**src/rtl/i2c_modport_pkg.sv**
```systemverilog
`default_nettype none
// ============================================================================
// Module      : i2c_modport_pkg
// Description : Shared types, constants and bus-drive helper for i2c_modport.
// Revision    : 1.0 - initial release
// ============================================================================
package i2c_modport_pkg;

    typedef enum logic [3:0] {
        IDLE  = 4'd0,
        START = 4'd1,
        ADDR  = 4'd2,
        AACK  = 4'd3,
        WR    = 4'd4,
        WACK  = 4'd5,
        RD    = 4'd6,
        MNACK = 4'd7,
        STOP  = 4'd8,
        DONE  = 4'd9
    } state_e;

    localparam logic I2C_ACK   = 1'b0;
    localparam logic I2C_NACK  = 1'b1;
    localparam int   BYTE_BITS = 8;

    // Returns {scl, sda_oe} for a given state and quarter of the bit slot.
    function automatic logic [1:0] bus_drive(input state_e st, input logic [1:0] qtr,
                                             input logic tx_bit);
        logic scl;
        logic oe;
        scl = 1'b1;
        oe  = 1'b0;
        case (st)
            START:                 oe = qtr[1];
            ADDR, WR: begin
                scl = qtr[1];
                oe  = ~tx_bit;
            end
            AACK, WACK, RD, MNACK: scl = qtr[1];
            STOP: begin
                scl = (qtr != 2'd0);
                oe  = (qtr != 2'd3);
            end
            default: ;
        endcase
        return {scl, oe};
    endfunction

endpackage
`default_nettype wire

```
**src/rtl/i2c_modport_tick.sv**
```systemverilog
`default_nettype none
// ============================================================================
// Module      : i2c_modport_tick
// Description : Quarter-period timebase; pulses on the last cycle of a quarter.
// Revision    : 1.0 - initial release
// ============================================================================
module i2c_modport_tick #(
    parameter int CLK_DIV = 4
) (
    input  logic       clk,
    input  logic       s_reset,
    input  logic       clear_i,
    output logic       tick_o,
    output logic [1:0] quarter_o
);

    localparam int                 c_cnt_w   = $clog2(CLK_DIV);
    localparam logic [c_cnt_w-1:0] c_cnt_max = c_cnt_w'(CLK_DIV - 1);

    logic [c_cnt_w-1:0] r_cnt_q;
    logic [1:0]         r_qtr_q;

    always_ff @(posedge clk) begin
        if (s_reset || clear_i) begin
            r_cnt_q <= '0;
            r_qtr_q <= 2'd0;
        end else if (r_cnt_q == c_cnt_max) begin
            r_cnt_q <= '0;
            r_qtr_q <= r_qtr_q + 2'd1;
        end else begin
            r_cnt_q <= r_cnt_q + 1'b1;
        end
    end

    assign tick_o    = (r_cnt_q == c_cnt_max);
    assign quarter_o = r_qtr_q;

endmodule
`default_nettype wire

```
**src/rtl/i2c_modport.sv**
```systemverilog
`default_nettype none
// ============================================================================
// Module      : i2c_modport
// Description : Single-master I2C controller, one single-byte transfer per command.
// Revision    : 1.0 - initial release
// ============================================================================
module i2c_modport
    import i2c_modport_pkg::*;
#(
    parameter int CLK_DIV = 4
) (
    input  logic       clk,
    input  logic       s_reset,
    input  logic       cmd_valid,
    output logic       cmd_ready,
    input  logic       cmd_rw,
    input  logic [6:0] cmd_addr,
    input  logic [7:0] cmd_wdata,
    output logic       rsp_valid,
    output logic [7:0] rsp_rdata,
    output logic       rsp_nack,
    output logic       busy,
    output logic       i2c_scl,
    output logic       sda_o,
    output logic       sda_oe,
    input  logic       sda_i
);

    localparam logic [2:0] c_bit_last = 3'(BYTE_BITS - 1);

    state_e               r_state_q, w_state_d;
    logic [2:0]           r_bit_q, w_bit_d;
    logic [BYTE_BITS-1:0] r_tx_q, w_tx_d;
    logic [BYTE_BITS-1:0] r_wdata_q, w_wdata_d;
    logic [BYTE_BITS-1:0] r_rdata_q, w_rdata_d;
    logic                 r_rw_q, w_rw_d;
    logic                 r_nack_q, w_nack_d;
    logic                 r_scl_q, r_oe_q, r_ready_q, r_busy_q, r_rspv_q;

    logic       w_tick;
    logic       w_tick_clr;
    logic [1:0] w_qtr, w_qtr_d;
    logic       w_slot_end;
    logic       w_sample;
    logic [1:0] w_drive;

    assign w_tick_clr = (r_state_q == IDLE) || (r_state_q == DONE);

    i2c_modport_tick #(
        .CLK_DIV (CLK_DIV)
    ) u_tick (
        .clk       (clk),
        .s_reset   (s_reset),
        .clear_i   (w_tick_clr),
        .tick_o    (w_tick),
        .quarter_o (w_qtr)
    );

    assign w_slot_end = w_tick && (w_qtr == 2'd3);
    assign w_sample   = w_tick && (w_qtr == 2'd2);
    assign w_qtr_d    = w_tick ? (w_qtr + 2'd1) : w_qtr;

    always_comb begin
        w_state_d = r_state_q;
        w_bit_d   = r_bit_q;
        w_tx_d    = r_tx_q;
        w_wdata_d = r_wdata_q;
        w_rdata_d = r_rdata_q;
        w_rw_d    = r_rw_q;
        w_nack_d  = r_nack_q;
        case (r_state_q)
            IDLE: begin
                if (cmd_valid && r_ready_q) begin
                    w_state_d = START;
                    w_tx_d    = {cmd_addr, cmd_rw};
                    w_wdata_d = cmd_wdata;
                    w_rw_d    = cmd_rw;
                    w_rdata_d = '0;
                    w_nack_d  = 1'b0;
                    w_bit_d   = 3'd0;
                end
            end
            START: if (w_slot_end) w_state_d = ADDR;
            ADDR, WR: begin
                if (w_slot_end) begin
                    w_tx_d = {r_tx_q[BYTE_BITS-2:0], 1'b0};
                    if (r_bit_q == c_bit_last) begin
                        w_bit_d   = 3'd0;
                        w_state_d = (r_state_q == ADDR) ? AACK : WACK;
                    end else begin
                        w_bit_d = r_bit_q + 3'd1;
                    end
                end
            end
            AACK: begin
                if (w_sample && (sda_i == I2C_NACK)) w_nack_d = 1'b1;
                if (w_slot_end) begin
                    if (r_nack_q) begin
                        w_state_d = STOP;
                    end else if (r_rw_q) begin
                        w_state_d = RD;
                    end else begin
                        w_state_d = WR;
                        w_tx_d    = r_wdata_q;
                    end
                end
            end
            WACK: begin
                if (w_sample && (sda_i == I2C_NACK)) w_nack_d = 1'b1;
                if (w_slot_end) w_state_d = STOP;
            end
            RD: begin
                if (w_sample) w_rdata_d = {r_rdata_q[BYTE_BITS-2:0], sda_i};
                if (w_slot_end) begin
                    if (r_bit_q == c_bit_last) begin
                        w_bit_d   = 3'd0;
                        w_state_d = MNACK;
                    end else begin
                        w_bit_d = r_bit_q + 3'd1;
                    end
                end
            end
            MNACK:   if (w_slot_end) w_state_d = STOP;
            STOP:    if (w_slot_end) w_state_d = DONE;
            DONE:    w_state_d = IDLE;
            default: w_state_d = IDLE;
        endcase
    end

    // Pin values are computed from the next state/quarter so they can be registered.
    assign w_drive = bus_drive(w_state_d, w_qtr_d, w_tx_d[BYTE_BITS-1]);

    always_ff @(posedge clk) begin
        if (s_reset) begin
            r_state_q <= IDLE;
            r_bit_q   <= 3'd0;
            r_tx_q    <= '0;
            r_wdata_q <= '0;
            r_rdata_q <= '0;
            r_rw_q    <= 1'b0;
            r_nack_q  <= 1'b0;
            r_scl_q   <= 1'b1;
            r_oe_q    <= 1'b0;
            r_ready_q <= 1'b1;
            r_busy_q  <= 1'b0;
            r_rspv_q  <= 1'b0;
        end else begin
            r_state_q <= w_state_d;
            r_bit_q   <= w_bit_d;
            r_tx_q    <= w_tx_d;
            r_wdata_q <= w_wdata_d;
            r_rdata_q <= w_rdata_d;
            r_rw_q    <= w_rw_d;
            r_nack_q  <= w_nack_d;
            r_scl_q   <= w_drive[1];
            r_oe_q    <= w_drive[0];
            r_ready_q <= (w_state_d == IDLE);
            r_busy_q  <= (w_state_d != IDLE);
            r_rspv_q  <= (w_state_d == DONE);
        end
    end

    assign cmd_ready = r_ready_q;
    assign busy      = r_busy_q;
    assign rsp_valid = r_rspv_q;
    assign rsp_rdata = r_rdata_q;
    assign rsp_nack  = r_nack_q;
    assign i2c_scl   = r_scl_q;
    assign sda_oe    = r_oe_q;
    assign sda_o     = 1'b0;

endmodule
`default_nettype wire

```
**config.mk**
```make
export PLATFORM = sky130hd
export DESIGN_NAME = i2c_modport
export DESIGN_NICKNAME = d
export VERILOG_FILES = /design/src/rtl/i2c_modport_pkg.sv /design/src/rtl/i2c_modport_tick.sv /design/src/rtl/i2c_modport.sv
export SDC_FILE = /design/constraint.sdc
export NUM_CORES = 1
export LEC_CHECK = 0
export ABC_AREA = 1
export CAP_MARGIN = 20
export CORE_MARGIN = 3
export CORE_UTILIZATION = 45
export CTS_BUF_LIST = sky130_fd_sc_hd__clkbuf_8
export DETAILED_ROUTE_END_ITERATION = 8
export HOLD_SLACK_MARGIN = 0.05
export PLACE_DENSITY = 0.75
export SYNTH_ARGS = -nofsm -noshare
export SYNTH_HDL_FRONTEND = slang
export SYNTH_SLANG_ARGS = --single-unit
```
**constraint.sdc**
```tcl
create_clock -name clk -period 4.9 [get_ports clk]
set_clock_uncertainty 0.05 [all_clocks]
set_input_delay 0.735 -clock clk [delete_from_list [all_inputs] [get_ports clk]]
set_output_delay 0.735 -clock clk [all_outputs]
set_load 0.01 [all_outputs]
```
# ---- Word level (Yosys, flattened, before mapping)
# Index checks and enable logic that the tools add are counted.
# Widths: inputs -> output; s select.
dict set report word_totals {
  regBits 42
  wordCells 108
  output_inout_bits 15
  in_bits 20
}
dict set report classes {
  reduce_logical 26
  eq_ne 31
  mux 32
  add_sub_neg 3
  bitwise_logic 1
}
# operator count
set op_table {}
lappend op_table {{$mux 8} 7}
lappend op_table {{$mux 4} 10}
lappend op_table {{$eq 4x3->1 const B} 8}
lappend op_table {{$pmux 4 s7} 1}
lappend op_table {{$pmux 8 s3} 1}
lappend op_table {{$eq 4x2->1 const B} 4}
lappend op_table {{$eq 4x4->1 const B} 4}
lappend op_table {{$pmux 8 s2} 1}
lappend op_table {{$mux 3} 4}
lappend op_table {{$ne 2x2->1 const B} 6}
lappend op_table {{$reduce_or 2->1} 5}
lappend op_table {{$reduce_and 3->1} 3}
lappend op_table {{$eq 4x1->1 const B} 2}
lappend op_table {{$logic_not 4->1} 2}
lappend op_table {{$reduce_bool 2->1} 4}
lappend op_table {{$eq 2x2->1 const B} 3}
lappend op_table {{$ne 2x1->1 const B} 3}
lappend op_table {{$pmux 3 s2} 1}
lappend op_table {{$reduce_and 6->1} 1}
lappend op_table {{$reduce_or 6->1} 1}
lappend op_table {{$add 2x1->2 const B} 2}
lappend op_table {{$logic_and 1x1->1} 4}
lappend op_table {{$mux 2} 2}
lappend op_table {{$pmux 1 s2} 2}
lappend op_table {{10 further kinds} 12}

# ---- Logic depth before layout (Yosys ltp)
# Gate-level depths: netlist (run 1).
dict set report depth {
  word_depth 8
  depth_mapped 13
  mapped_depth_nobuf 13
}

# ---- By module
# A second synthesis (run 1) with hierarchy kept.
dict set report unflattened {
  cells_unflattened 308
  area_unflattened_um2 2190.9
}
# mod cells_each area_each_um2 seq_area_each_um2 instances
set modules_own_cells {}
lappend modules_own_cells {i2c_modport 285 2011.9 760.7 1}
lappend modules_own_cells {i2c_modport_tick 23 178.9 80.1 1}

# ---- Worst setup path before layout (run 1)
# OpenSTA, ideal clock, no wires.
dict set report synth_path {
  path_type {input port to flip-flop}
  startpoint {input port cmd_valid}
  endpoint {register r_bit_q[2]}
  arrival_time_ns 1.472
  slack_ns 3.246
  path_buffers 0
  cell_stages 9
  t_required_ns 4.718
  setup_ns 0.132
  cell_sequence {nand2_1 -> inv_1 -> nor2_1 -> inv_1 -> nand3_1 -> a21oi_1 -> inv_1 -> nand2_1 -> a21oi_1}
}
dict set report synth_between {
  elab_chain_len 3
}
# item line
set synth_lines {}
lappend synth_lines {{start: declaration} i2c_modport.sv:14} ;# input logic cmd_valid,
lappend synth_lines {{$logic_and 1x1->1} i2c_modport.sv:73} ;# if (cmd_valid && r_ready_q) begin
lappend synth_lines {{$ne 2x1->1 (no line)} --}
lappend synth_lines {{$reduce_and 3->1 (no line)} --}
lappend synth_lines {{end signal: assignment} i2c_modport.sv:149} ;# r_bit_q <= w_bit_d;
lappend synth_lines {{end: declaration} i2c_modport.sv:32} ;# logic [2:0] r_bit_q, w_bit_d;
# No other way between the ends.
# A chain may end at the register's enable or synchronous reset.

# ---- Worst setup path after layout (run 1)
dict set report layout_path {
  startpoint {input port cmd_valid}
  endpoint {register r_rdata_q[6], in the netlist rsp_rdata[6]}
}
dict set report layout_between {
  elab_chain_len 3
}
# item line
set layout_lines {}
lappend layout_lines {{$logic_and 1x1->1} i2c_modport.sv:73}
lappend layout_lines {{$ne 2x1->1 (no line)} --}
lappend layout_lines {{$reduce_and 3->1 (no line)} --}
lappend layout_lines {{end signal: assignment} i2c_modport.sv:152} ;# r_rdata_q <= w_rdata_d;
lappend layout_lines {{end: declaration} i2c_modport.sv:35} ;# logic [BYTE_BITS-1:0] r_rdata_q, w_rdata_d;
# No other way between the ends.

==> results_dict.tcl, run 1 <==
set metrics [dict create \
    status "finished, final reports clean" \
    timing_worst_slew_pin_value_ns 0.890 \
    die-width_um 74.4 \
    synthesis.area_um2 2110 \
    worstReg2RegStart "r_state_q[0]" \
    clk_transition_reported_paths_ns 0.08 \
    cts_tree "done" \
    r2r_slack_ns 2.68 \
    critical_path_fanout_max 16 \
    seq_power_share_pct 52.7 \
    netSwitchingPower_uw 185 \
    power_frac_clock_pct 33.3 \
    area_growth_pct 21.7 \
    worst_hold_path_type "reg -> reg" \
    global_route_wire_length_before_repair_mm 8.05 \
    antenna-diode-count 0 \
    layout_min_cycle_time_ns 2.44 \
    place_hpwl_mm 3.53 \
    multiInputGateArea_um2 1080 \
    fin_crit_sh_pct 49.7 \
    postSynthAreaPerCell_um2 7.00 \
    post_route_cells_drive_above_1_share_pct 9.55 \
    hold-path-cell-count 1 \
    internal_power_uw 513 \
    timing.final.max_slew_violations 0 \
    htree_levels 2 \
    global_placer_s_final_weighted_congestion 0.931 \
    final-seq-area_um2 841 \
    first_iter_violations 103 \
    tritoncts.num_buffers 5 \
    num_rows 24 \
    clockBufferDepth 2 \
    holdBufCountCts 0 \
    number_of_max_capacitance_violations_reported 0 \
    max-vdd-ir-drop_mv 0.214 \
    cts_setup_buffers 0 \
    core_area_um2 4440 \
    ant_nets 0 \
    regToRegEndpoint "rsp_rdata[6]" \
    distinct_cell_type_count_of_the_synthesized_netlist 30 \
    critical-path-max-stage-delay_ns 0.47 \
    crit_arrival_ns 2.58 \
    switching_share_pct 26.5 \
    crit_chain "clkdlybuf4s50_1 -> nand2_1 -> nor2_2 -> inv_2 -> nand2_2 -> inv_1 -> a21oi_1 -> nor2_1" \
    critPathCaptureType "flip-flop" \
    clock_sinks 42 \
    critPathLaunchType "input pin" \
    placedInstanceArea_um2 2470 \
    cp_startpoint "cmd_valid" \
    grt_use_total_pct 18.7 \
    cell_types_occupying_the_most_area_after_synthesis "sky130_fd_sc_hd__dfxtp_1 40%, sky130_fd_sc_hd__nand2_1 10%, sky130_fd_sc_hd__nand3_1 7.8%" \
    cts_resized 0 \
    initial_utilization_pct 47.4 \
    ios 35 \
    fp.dieH_um 74.4 \
    final.fill_count 433 \
    rsz_0062_raised_after_global_routing "false" \
    power-per-cell-area_nw_per_um2 272 \
    post-route-cell-area_um2 2560 \
    detailedPlace.worstSlack_ns 2.14 \
    synthDominantAreaCellType "sky130_fd_sc_hd__dfxtp_1" \
    drt-total-wl_mm 4.75 \
    route.detailed.drc 0 \
    layout.nets 360 \
    comb_power_share_pct 13.9 \
    hold_crit_start "u_tick.r_cnt_q[0]" \
    maxClockFrequency_mhz 411 \
    yosysTopAreaCellShare_pct 39.9 \
    port-buffer-count 33 \
    fp.dieArea_um2 5540 \
    detail_route.vias_per_cell 5.11 \
    critical_path.slowest_cell "sky130_fd_sc_hd__nor2_2" \
    setup_total_negative_slack_ns 0 \
    finalWorstSetupSlack_ns 2.46 \
    postSynthCellCount 301 \
    worst_r2r_path_cells 8 \
    maximum_number_of_pins_on_one_net_before_global_route_repair 25 \
    synth_warnings 0 \
    route.vias.total 1977 \
    routed_wire_length_per_instance_um 12.3 \
    total_power_uw 698 \
    max_slew_margin_pct 40.5 \
    setup-violations-final 0 \
    report.final.hold_viol_count 0 \
    mappedNetlistNets 327 \
    grt_antenna_before_repair 0 \
    cts-root-buf "sky130_fd_sc_hd__clkbuf_8" \
    power_leakage_uw 0.00109 \
    first_pass_iters 4 \
    clock_latency_on_the_worst_skew_pair_ns 0.29 \
    grt_pass1_vias 1795 \
    start_to_end_type_of_the_worst_setup_path "in -> reg" \
    global_route.overflow_total 0 \
    postSynthRegisterBits 42 \
    crit_end "rsp_rdata[6]" \
    critical_path_required_ns 5.04 \
    synth.yosys.seq_area_share_pct 39.9 \
]
-- synth_stat cells --
master,count
sky130_fd_sc_hd__clkinv_1,1
sky130_fd_sc_hd__nor2_1,39
sky130_fd_sc_hd__buf_2,3
sky130_fd_sc_hd__nand2_4,2
sky130_fd_sc_hd__buf_4,1
sky130_fd_sc_hd__a221oi_1,4
sky130_fd_sc_hd__ha_1,6
sky130_fd_sc_hd__dfxtp_1,42
sky130_fd_sc_hd__nand4_2,1
sky130_fd_sc_hd__nor3_1,1
sky130_fd_sc_hd__nor2_2,7
sky130_fd_sc_hd__inv_4,1
sky130_fd_sc_hd__a41oi_1,3
sky130_fd_sc_hd__nand2_1,56
sky130_fd_sc_hd__or2_2,1
sky130_fd_sc_hd__clkbuf_1,3
sky130_fd_sc_hd__o21ai_2,1
sky130_fd_sc_hd__inv_1,35
sky130_fd_sc_hd__nand3_1,33
sky130_fd_sc_hd__nand4_1,4
sky130_fd_sc_hd__nand2_2,7
sky130_fd_sc_hd__o21ai_1,1
sky130_fd_sc_hd__o21ai_0,21
sky130_fd_sc_hd__xnor2_1,1
sky130_fd_sc_hd__o211ai_1,1
sky130_fd_sc_hd__nor2_4,2
sky130_fd_sc_hd__a21oi_1,20
sky130_fd_sc_hd__a31oi_1,1
sky130_fd_sc_hd__conb_1,1
sky130_fd_sc_hd__inv_2,2
-- cells in the final DEF (no fill, tap or decap), drive strengths merged --
cell,count
a21oi,20
a221oi,4
a31oi,1
a41oi,3
clkbuf,6
clkdlybuf4s50,33
clkinv,2
clkinvlp,1
conb,1
dfxtp,42
ha,6
inv,38
nand2,65
nand3,33
nand4,5
nor2,48
nor3,1
o211ai,1
o21ai,23
or2,1
xnor2,1
-- registers in the layout, summed over array words and instances (netlist names) --
signal,count
cmd_ready,1
i2c_scl,1
rsp_nack,1
rsp_valid,1
r_tx_q,8
r_state_q,4
sda_oe,1
u_tick.quarter_o,2
r_wdata_q,8
rsp_rdata,8
u_tick.r_cnt_q,2
busy,1
r_bit_q,3
r_rw_q,1
-- critical path: cells and delay by family --
kind            cells  cell delay [ns]
simple gates        4             0.82
compound gates      1             0.15
buf+inv             3             0.87
-- per-stage QoR --
step | hold slack (ns) | cells | utilization, %
3_5_place_dp | 0.363 | 379 | 55.6
2_1_floorplan | 0.348 | 301 | -
4_1_cts | 0.374 | 387 | 57.7
6_report | 0.369 | 387 | 57.7
3_3_place_gp | 0.362 | 379 | 55.6
5_1_grt | 0.406 | 387 | 57.7
-- metal layers --
| layer | vias up | global-route usage [%] | share of wire [%] |
|---|---|---|---|
| met5 | - | 0 | 0 |
| met4 | 0 | 5.53 | 0.99 |
| met3 | 4 | 5.00 | 6.0 |
| met2 | 52 | 29.2 | 48 |
| met1 | 875 | 25.4 | 45 |
| li1 | 1046 | - | - |
-- worst min path at each step --
stage	slack, ns	end
after global routing	0.41	u_tick.r_cnt_q[0]
final	0.37	u_tick.r_cnt_q[0]
after detailed placement	0.36	u_tick.r_cnt_q[0]
after floorplan	0.35	u_tick.r_cnt_q[0]
after global placement	0.36	u_tick.r_cnt_q[0]
after CTS	0.37	u_tick.r_cnt_q[0]
-- power by group through the flow --
stage	Combinational [uW]	Clock [uW]	Sequential (uW)
after floorplan	59.9	0	375
after CTS	98.0	239	368
after detailed placement	97.8	0	376
after global placement	96.5	0	376
final	97.3	233	368
after global routing	109	251	370
-- layout make-up --
class | count | share of cell area (%)
clock buffer | 6 | 3.22
clock inverter | 2 | 0.488
inverter | 39 | 5.80
multi-input combinational | 213 | 42.3
sequential | 42 | 32.8
tap | 52 | 2.54
timing repair buffer | 33 | 12.9
-- kinds of logic (layout without fill, tap and decap cells) --
group | Yosys count | after routing | synth area share, %
and+or+nand+nor | 153 | 153 | 33.4
AOI/OAI and AO/OA | 52 | 52 | 13.9
buffers and inverters | 46 | 80 | 8.66
DFF | 42 | 42 | 39.9
adders and majority gates | 6 | 6 | 3.56
other | 1 | 1 | 0.178
xor gates and xnor gates | 1 | 1 | 0.416
Power figures use the tool's default switching activity.
==> run 2: changes to the inputs <==
PLACE_DENSITY = 0.78   (was 0.75)
clock period = 2 ns   (was 4.9 ns; I/O delays follow)
==> run 2 against run 1 <==
Effect of this change: sequential power up 150%; die area stayed put; cell area increased by 4.2%; clock power increased to 2.9 times the previous value; largest power group unchanged; sequential share of layout area decreased by 1.3 points; final cell count is 1.6% higher; register-to-register slack got worse by 2.5 ns; highest routed layer unchanged; non-clock buffer count is 6 higher; via count increased by 5.3%; first-iteration DRC count grew 69%.
==> results_dict.tcl, run 2 (same netlist as run 1, synthesis figures left out) <==
set metrics [dict create \
    cts_setup_buffers 0 \
    crit_arrival_ns 1.93 \
    hold-path-cell-count 1 \
    grt_pass1_vias 1976 \
    critical_path.slowest_cell "sky130_fd_sc_hd__dfxtp_1" \
    maximum_number_of_pins_on_one_net_before_global_route_repair 24 \
    global_route_wire_length_before_repair_mm 8.32 \
    setup_total_negative_slack_ns 0 \
    status "finished, final reports clean" \
    worstReg2RegStart "u_tick.quarter_o[1]" \
    setup-violations-final 0 \
    clockBufferDepth 2 \
    min_delay_worst_endpoint "u_tick.r_cnt_q[0]" \
    most_used_routing_layer_in_global_routing "met2" \
    r2r_slack_ns 0.20 \
    seq_power_share_pct 49.0 \
    die-width_um 74.4 \
    comb_power_share_pct 14.1 \
    critical-path-max-stage-delay_ns 0.37 \
    critPathLaunchType "flip-flop" \
    clock_latency_on_the_worst_skew_pair_ns 0.30 \
    maxClockFrequency_mhz 556 \
    critical_path_fanout_max 11 \
    critPathCaptureType "flip-flop" \
    cp_depth 11 \
    fp.dieArea_um2 5540 \
    power_leakage_uw 0.00115 \
    rsz_0062_raised_after_global_routing "false" \
    antenna-diode-count 0 \
    grt_use_met3_pct 5.27 \
    post_route_cells_drive_above_1_share_pct 12.3 \
    hold_crit_start "u_tick.r_cnt_q[0]" \
    final.fill_count 404 \
    groute.layer.met2.usage_pct 30.4 \
    area_growth_pct 26.8 \
    port-buffer-count 33 \
    first_iter_violations 174 \
    netSwitchingPower_uw 476 \
    layout.cells.most_common "sky130_fd_sc_hd__nand2_1" \
    start_to_end_type_of_the_worst_setup_path "reg -> reg" \
    layout.nets 366 \
    cts_tree "done" \
    number_of_max_capacitance_violations_reported 0 \
    num_rows 24 \
    place_hpwl_mm 3.58 \
    power_frac_clock_pct 37.0 \
    routed_wire_length_per_instance_um 12.5 \
    critical_path_required_ns 2.14 \
    worstPathBufferInverterCount 3 \
    clock_sinks 42 \
    core_area_um2 4440 \
    max-vdd-ir-drop_mv 0.618 \
    final-seq-area_um2 841 \
    worst_hold_path_type "reg -> reg" \
    detail_route.vias_per_cell 5.30 \
    ant_nets 0 \
    total_power_uw 1840 \
    core_util_final_pct 60.1 \
    route.detailed.drc 0 \
    drt-total-wl_mm 4.91 \
    first_pass_iters 4 \
    htree_levels 2 \
    clk_transition_reported_paths_ns 0.08 \
    timing.final.max_slew_violations 0 \
    route.vias.total 2082 \
    met1_layer_usage_reported_by_global_route_pct 23.6 \
    multiInputGateArea_um2 1130 \
    crit_family "simple AND/OR/NAND/NOR gates" \
    power-per-cell-area_nw_per_um2 689 \
    fin_crit_sh_pct 89.9 \
    fp.dieH_um 74.4 \
    crit_chain "ha_1 -> nand2_4 -> buf_4 -> nand2_1 -> inv_1 -> o211ai_1 -> inv_1 -> nand2_1 -> a21oi_1 -> nor2_1 -> nor2_1" \
    most_used_cells_in_the_layout_excluding_fill_and_tap_cells "56 x sky130_fd_sc_hd__nand2_1, 42 x sky130_fd_sc_hd__dfxtp_1, 38 x sky130_fd_sc_hd__nor2_1" \
    report.final.hold_viol_count 0 \
    internal_power_uw 1370 \
    switching_share_pct 25.8 \
    regToRegEndpoint "sda_oe" \
    initial_utilization_pct 47.4 \
    global_placer_s_final_weighted_congestion 0.937 \
    global_route.overflow_total 0 \
    layout_min_cycle_time_ns 1.80 \
    grt_antenna_before_repair 0 \
    cts-root-buf "sky130_fd_sc_hd__clkbuf_8" \
    tritoncts.num_buffers 5 \
    worst_r2r_path_cells 11 \
    grt_use_total_pct 19.0 \
    ios 35 \
]
-- run 2: power groups by stage --
stage          registers, uW  clock network, uW  logic (uW)
2_1_floorplan            920                  0         147
3_3_place_gp             919                  0         244
3_5_place_dp             919                  0         247
4_1_cts                  900                690         248
5_1_grt                  906                724         294
6_report                 902                681         259
-- run 2: per-stage QoR --
| step | cells | setup WS, ns | hold WS, ns | area [um2] |
|---|---|---|---|---|
| floorplan | 301 | 0.400 | 0.322 | 2110 |
| global placement | 385 | 0.169 | 0.358 | 2510 |
| detailed placement | 385 | 0.142 | 0.367 | 2510 |
| CTS | 393 | 0.165 | 0.379 | 2630 |
| global route | 393 | 0.0395 | 0.398 | 2670 |
| finish | 393 | 0.203 | 0.373 | 2670 |
-- run 2: final cells by class --
class | instances | area share (%)
timing repair buffer | 39 | 14.0
inverter | 39 | 5.57
clock buffer | 5 | 2.57
multi-input combinational | 213 | 42.3
clock inverter | 3 | 1.64
sequential | 42 | 31.5
tap | 52 | 2.43
-- run 2: worst max-delay path by stage --
| stage | start | end | slack (ns) |
|---|---|---|---|
| floorplan | r_bit_q[0] | i2c_scl | 0.40 |
| global placement | cmd_valid | rsp_rdata[3] | 0.17 |
| detailed placement | cmd_valid | r_bit_q[1] | 0.14 |
| CTS | u_tick.quarter_o[0] | r_tx_q[4] | 0.16 |
| global route | r_bit_q[0] | sda_oe | 0.04 |
| finish | u_tick.quarter_o[1] | sda_oe | 0.20 |
-- run 2: layer usage --
metal / vias to the layer above / wire, um
met1: 933 / 2170
met2: 74 / 2310
met3: 17 / 297
met5: - / 0
li1: 1058 / -
met4: 0 / 126
-- run 2: what timing repair did --
| action | 4_1_cts | 5_1_grt |
|---|---|---|
| hold buffers | 0 | 0 |
| resized for setup | 0 | 9 |
| setup endpoints to repair | 0 | 5 |
==> run 3: changes to the inputs <==
DONT_BUFFER_PORTS = 1   (was default)
PLACE_DENSITY = 0.68   (was 0.78)
==> run 3 against run 2 <==
Effect of this change: flip-flop and latch count unchanged; sequential share of layout area increased by 5.3 points; cell area decreased by 14%; worst setup slack got worse by 0.043 ns; global-route usage decreased by 0.082 points; critical path depth unchanged; highest routed layer unchanged; combinational power decreased by 26%; non-clock buffer count decreased by 35; largest power group unchanged; first-iteration DRC count decreased by 26%; clock power decreased by 16%; utilization decreased by 8.7 points.
==> results_dict.tcl, run 3 (same netlist as run 1, synthesis figures left out) <==
set metrics [dict create \
    final-seq-area_um2 841 \
    cp_startpoint "u_tick.quarter_o[0]" \
    worstPathBufferInverterCount 1 \
    cts_tree "done" \
    total_power_uw 1670 \
    critical_path_fanout_max 14 \
    grt_pass1_vias 1820 \
    worstReg2RegStart "u_tick.quarter_o[0]" \
    cp_depth 11 \
    hold-path-cell-count 2 \
    ios 35 \
    clock_latency_on_the_worst_skew_pair_ns 0.29 \
    max_slew_margin_pct 41.4 \
    first_iter_violations 129 \
    max-vdd-ir-drop_mv 0.442 \
    most_used_cells_in_the_layout_excluding_fill_and_tap_cells "56 x sky130_fd_sc_hd__nand2_1, 42 x sky130_fd_sc_hd__dfxtp_1, 39 x sky130_fd_sc_hd__nor2_1" \
    global_route_wire_length_before_repair_mm 8.11 \
    start_to_end_type_of_the_worst_setup_path "reg -> reg" \
    crit_arrival_ns 1.94 \
    initial_utilization_pct 47.4 \
    power_leakage_uw 0.00100 \
    final.fill_count 427 \
    report.final.hold_viol_count 0 \
    place_hpwl_mm 3.63 \
    core_area_um2 4440 \
    fp.dieH_um 74.4 \
    timing.final.max_slew_violations 0 \
    grt_antenna_before_repair 0 \
    setup-violations-final 0 \
    maxClockFrequency_mhz 543 \
    critical_path_required_ns 2.10 \
    final_cells 358 \
    maximum_number_of_pins_on_one_net_before_global_route_repair 24 \
    worst_hold_path_type "in -> reg" \
    critPathCaptureType "flip-flop" \
    layout.nets 331 \
    antenna-diode-count 0 \
    post_route_cells_drive_above_1_share_pct 11.8 \
    crit_end "sda_oe" \
    tritoncts.num_buffers 5 \
    num_rows 24 \
    r2r_slack_ns 0.16 \
    crit_chain "ha_1 -> nand2_4 -> clkinv_1 -> nand2_1 -> nand3_1 -> nor2_2 -> nor2_1 -> nand2_1 -> a21oi_1 -> nor2_1 -> nor2_1" \
    critPathLaunchType "flip-flop" \
    critical-path-max-stage-delay_ns 0.34 \
    detail_route.vias_per_cell 5.36 \
    routed_wire_length_per_instance_um 13.8 \
    htree_levels 2 \
    post-place-cells 349 \
    route.vias.total 1920 \
    topRoutingLayerUsed "met4" \
    fp.dieArea_um2 5540 \
    timing_worst_slew_pin_value_ns 0.876 \
    area_growth_pct 8.43 \
    layout.cells.most_common "sky130_fd_sc_hd__nand2_1" \
    path_common_cell "sky130_fd_sc_hd__nor2_1" \
    power-per-cell-area_nw_per_um2 732 \
    global_placer_s_final_weighted_congestion 0.895 \
    worst_r2r_path_cells 11 \
    global_route.overflow_total 0 \
    fin_crit_sh_pct 92.0 \
    multiInputGateArea_um2 1100 \
    port-buffer-count 0 \
    status "finished, final reports clean" \
    cts_setup_buffers 0 \
    cts-root-buf "sky130_fd_sc_hd__clkbuf_8" \
    die-width_um 74.4 \
    critical_path.slowest_cell "sky130_fd_sc_hd__dfxtp_1" \
    wl_met2_mm 2.20 \
    clockBufferDepth 2 \
    drt-total-wl_mm 4.96 \
    crit_family "simple AND/OR/NAND/NOR gates" \
    clk_transition_reported_paths_ns 0.08 \
    layout_min_cycle_time_ns 1.84 \
    regToRegEndpoint "sda_oe" \
    ant_nets 0 \
    dr_wl_met3_um 351 \
    wire_length_on_met1_mm 2.31 \
    clock_sinks 42 \
    first_pass_iters 4 \
    number_of_max_capacitance_violations_reported 0 \
    grt_use_total_pct 19.0 \
    route.detailed.drc 0 \
]
## run 3: cell count changes in the layout (fill, tap and decap cells not counted), sizes merged
| cell | previous run | this run |
|---|---|---|
| clkbuf | 5 | 6 |
| inv | 39 | 40 |
| buf | 6 | 3 |
| clkinv | 2 | 1 |
| clkdlybuf4s50 | 33 | 0 |
| bufinv | 1 | 0 |
| dlygate4sd3 | 0 | 1 |
## run 3: worst min path at each step
stage,from,end
2_1_floorplan,s_reset,r_tx_q[1]
3_3_place_gp,s_reset,rsp_rdata[7]
3_5_place_dp,s_reset,rsp_rdata[5]
4_1_cts,cmd_wdata[5],r_wdata_q[5]
5_1_grt,cmd_wdata[1],r_wdata_q[1]
6_report,cmd_wdata[5],r_wdata_q[5]
## run 3: routing by layer
metal / track usage (%) / vias up
li1: - / 984
met1: 25.0 / 864
met2: 29.8 / 63
met3: 4.86 / 9
met4: 7.31 / 0
met5: 0 / -
## run 3: through the flow
step	cell area [um2]	TNS [ns]	setup slack (ns)	hold WS, ns	utilization, %
5_1_grt	2290	-0.0135	-0.0135	0.0893	51.4
6_report	2290	0	0.160	0.0898	51.4
3_5_place_dp	2160	0	0.0868	0.323	48.6
3_3_place_gp	2160	0	0.165	0.321	48.6
4_1_cts	2270	0	0.0373	0.0876	51.0
2_1_floorplan	2110	0	0.400	0.322	-
## run 3: report_power, final
part	switching, uW	internal, uW
clock	295	280
combinational	130	61.6
sequential	28.3	879
## run 3: cell type report
| class | instances | share of cell area (%) |
|---|---|---|
| clock buffers | 6 | 3.61 |
| clock inverters | 2 | 0.547 |
| inverters | 39 | 6.51 |
| multi-input cells | 213 | 48.3 |
| flip-flops and latches | 42 | 36.8 |
| well taps | 52 | 2.85 |
| repair buffers | 4 | 1.42 |
## run 3: timing repair
item                                    4_1_cts  5_1_grt
endpoints found under the setup margin        0        9
gates resized for setup                       0        4
hold buffers                                  1        0
hold endpoints to repair                     23        0
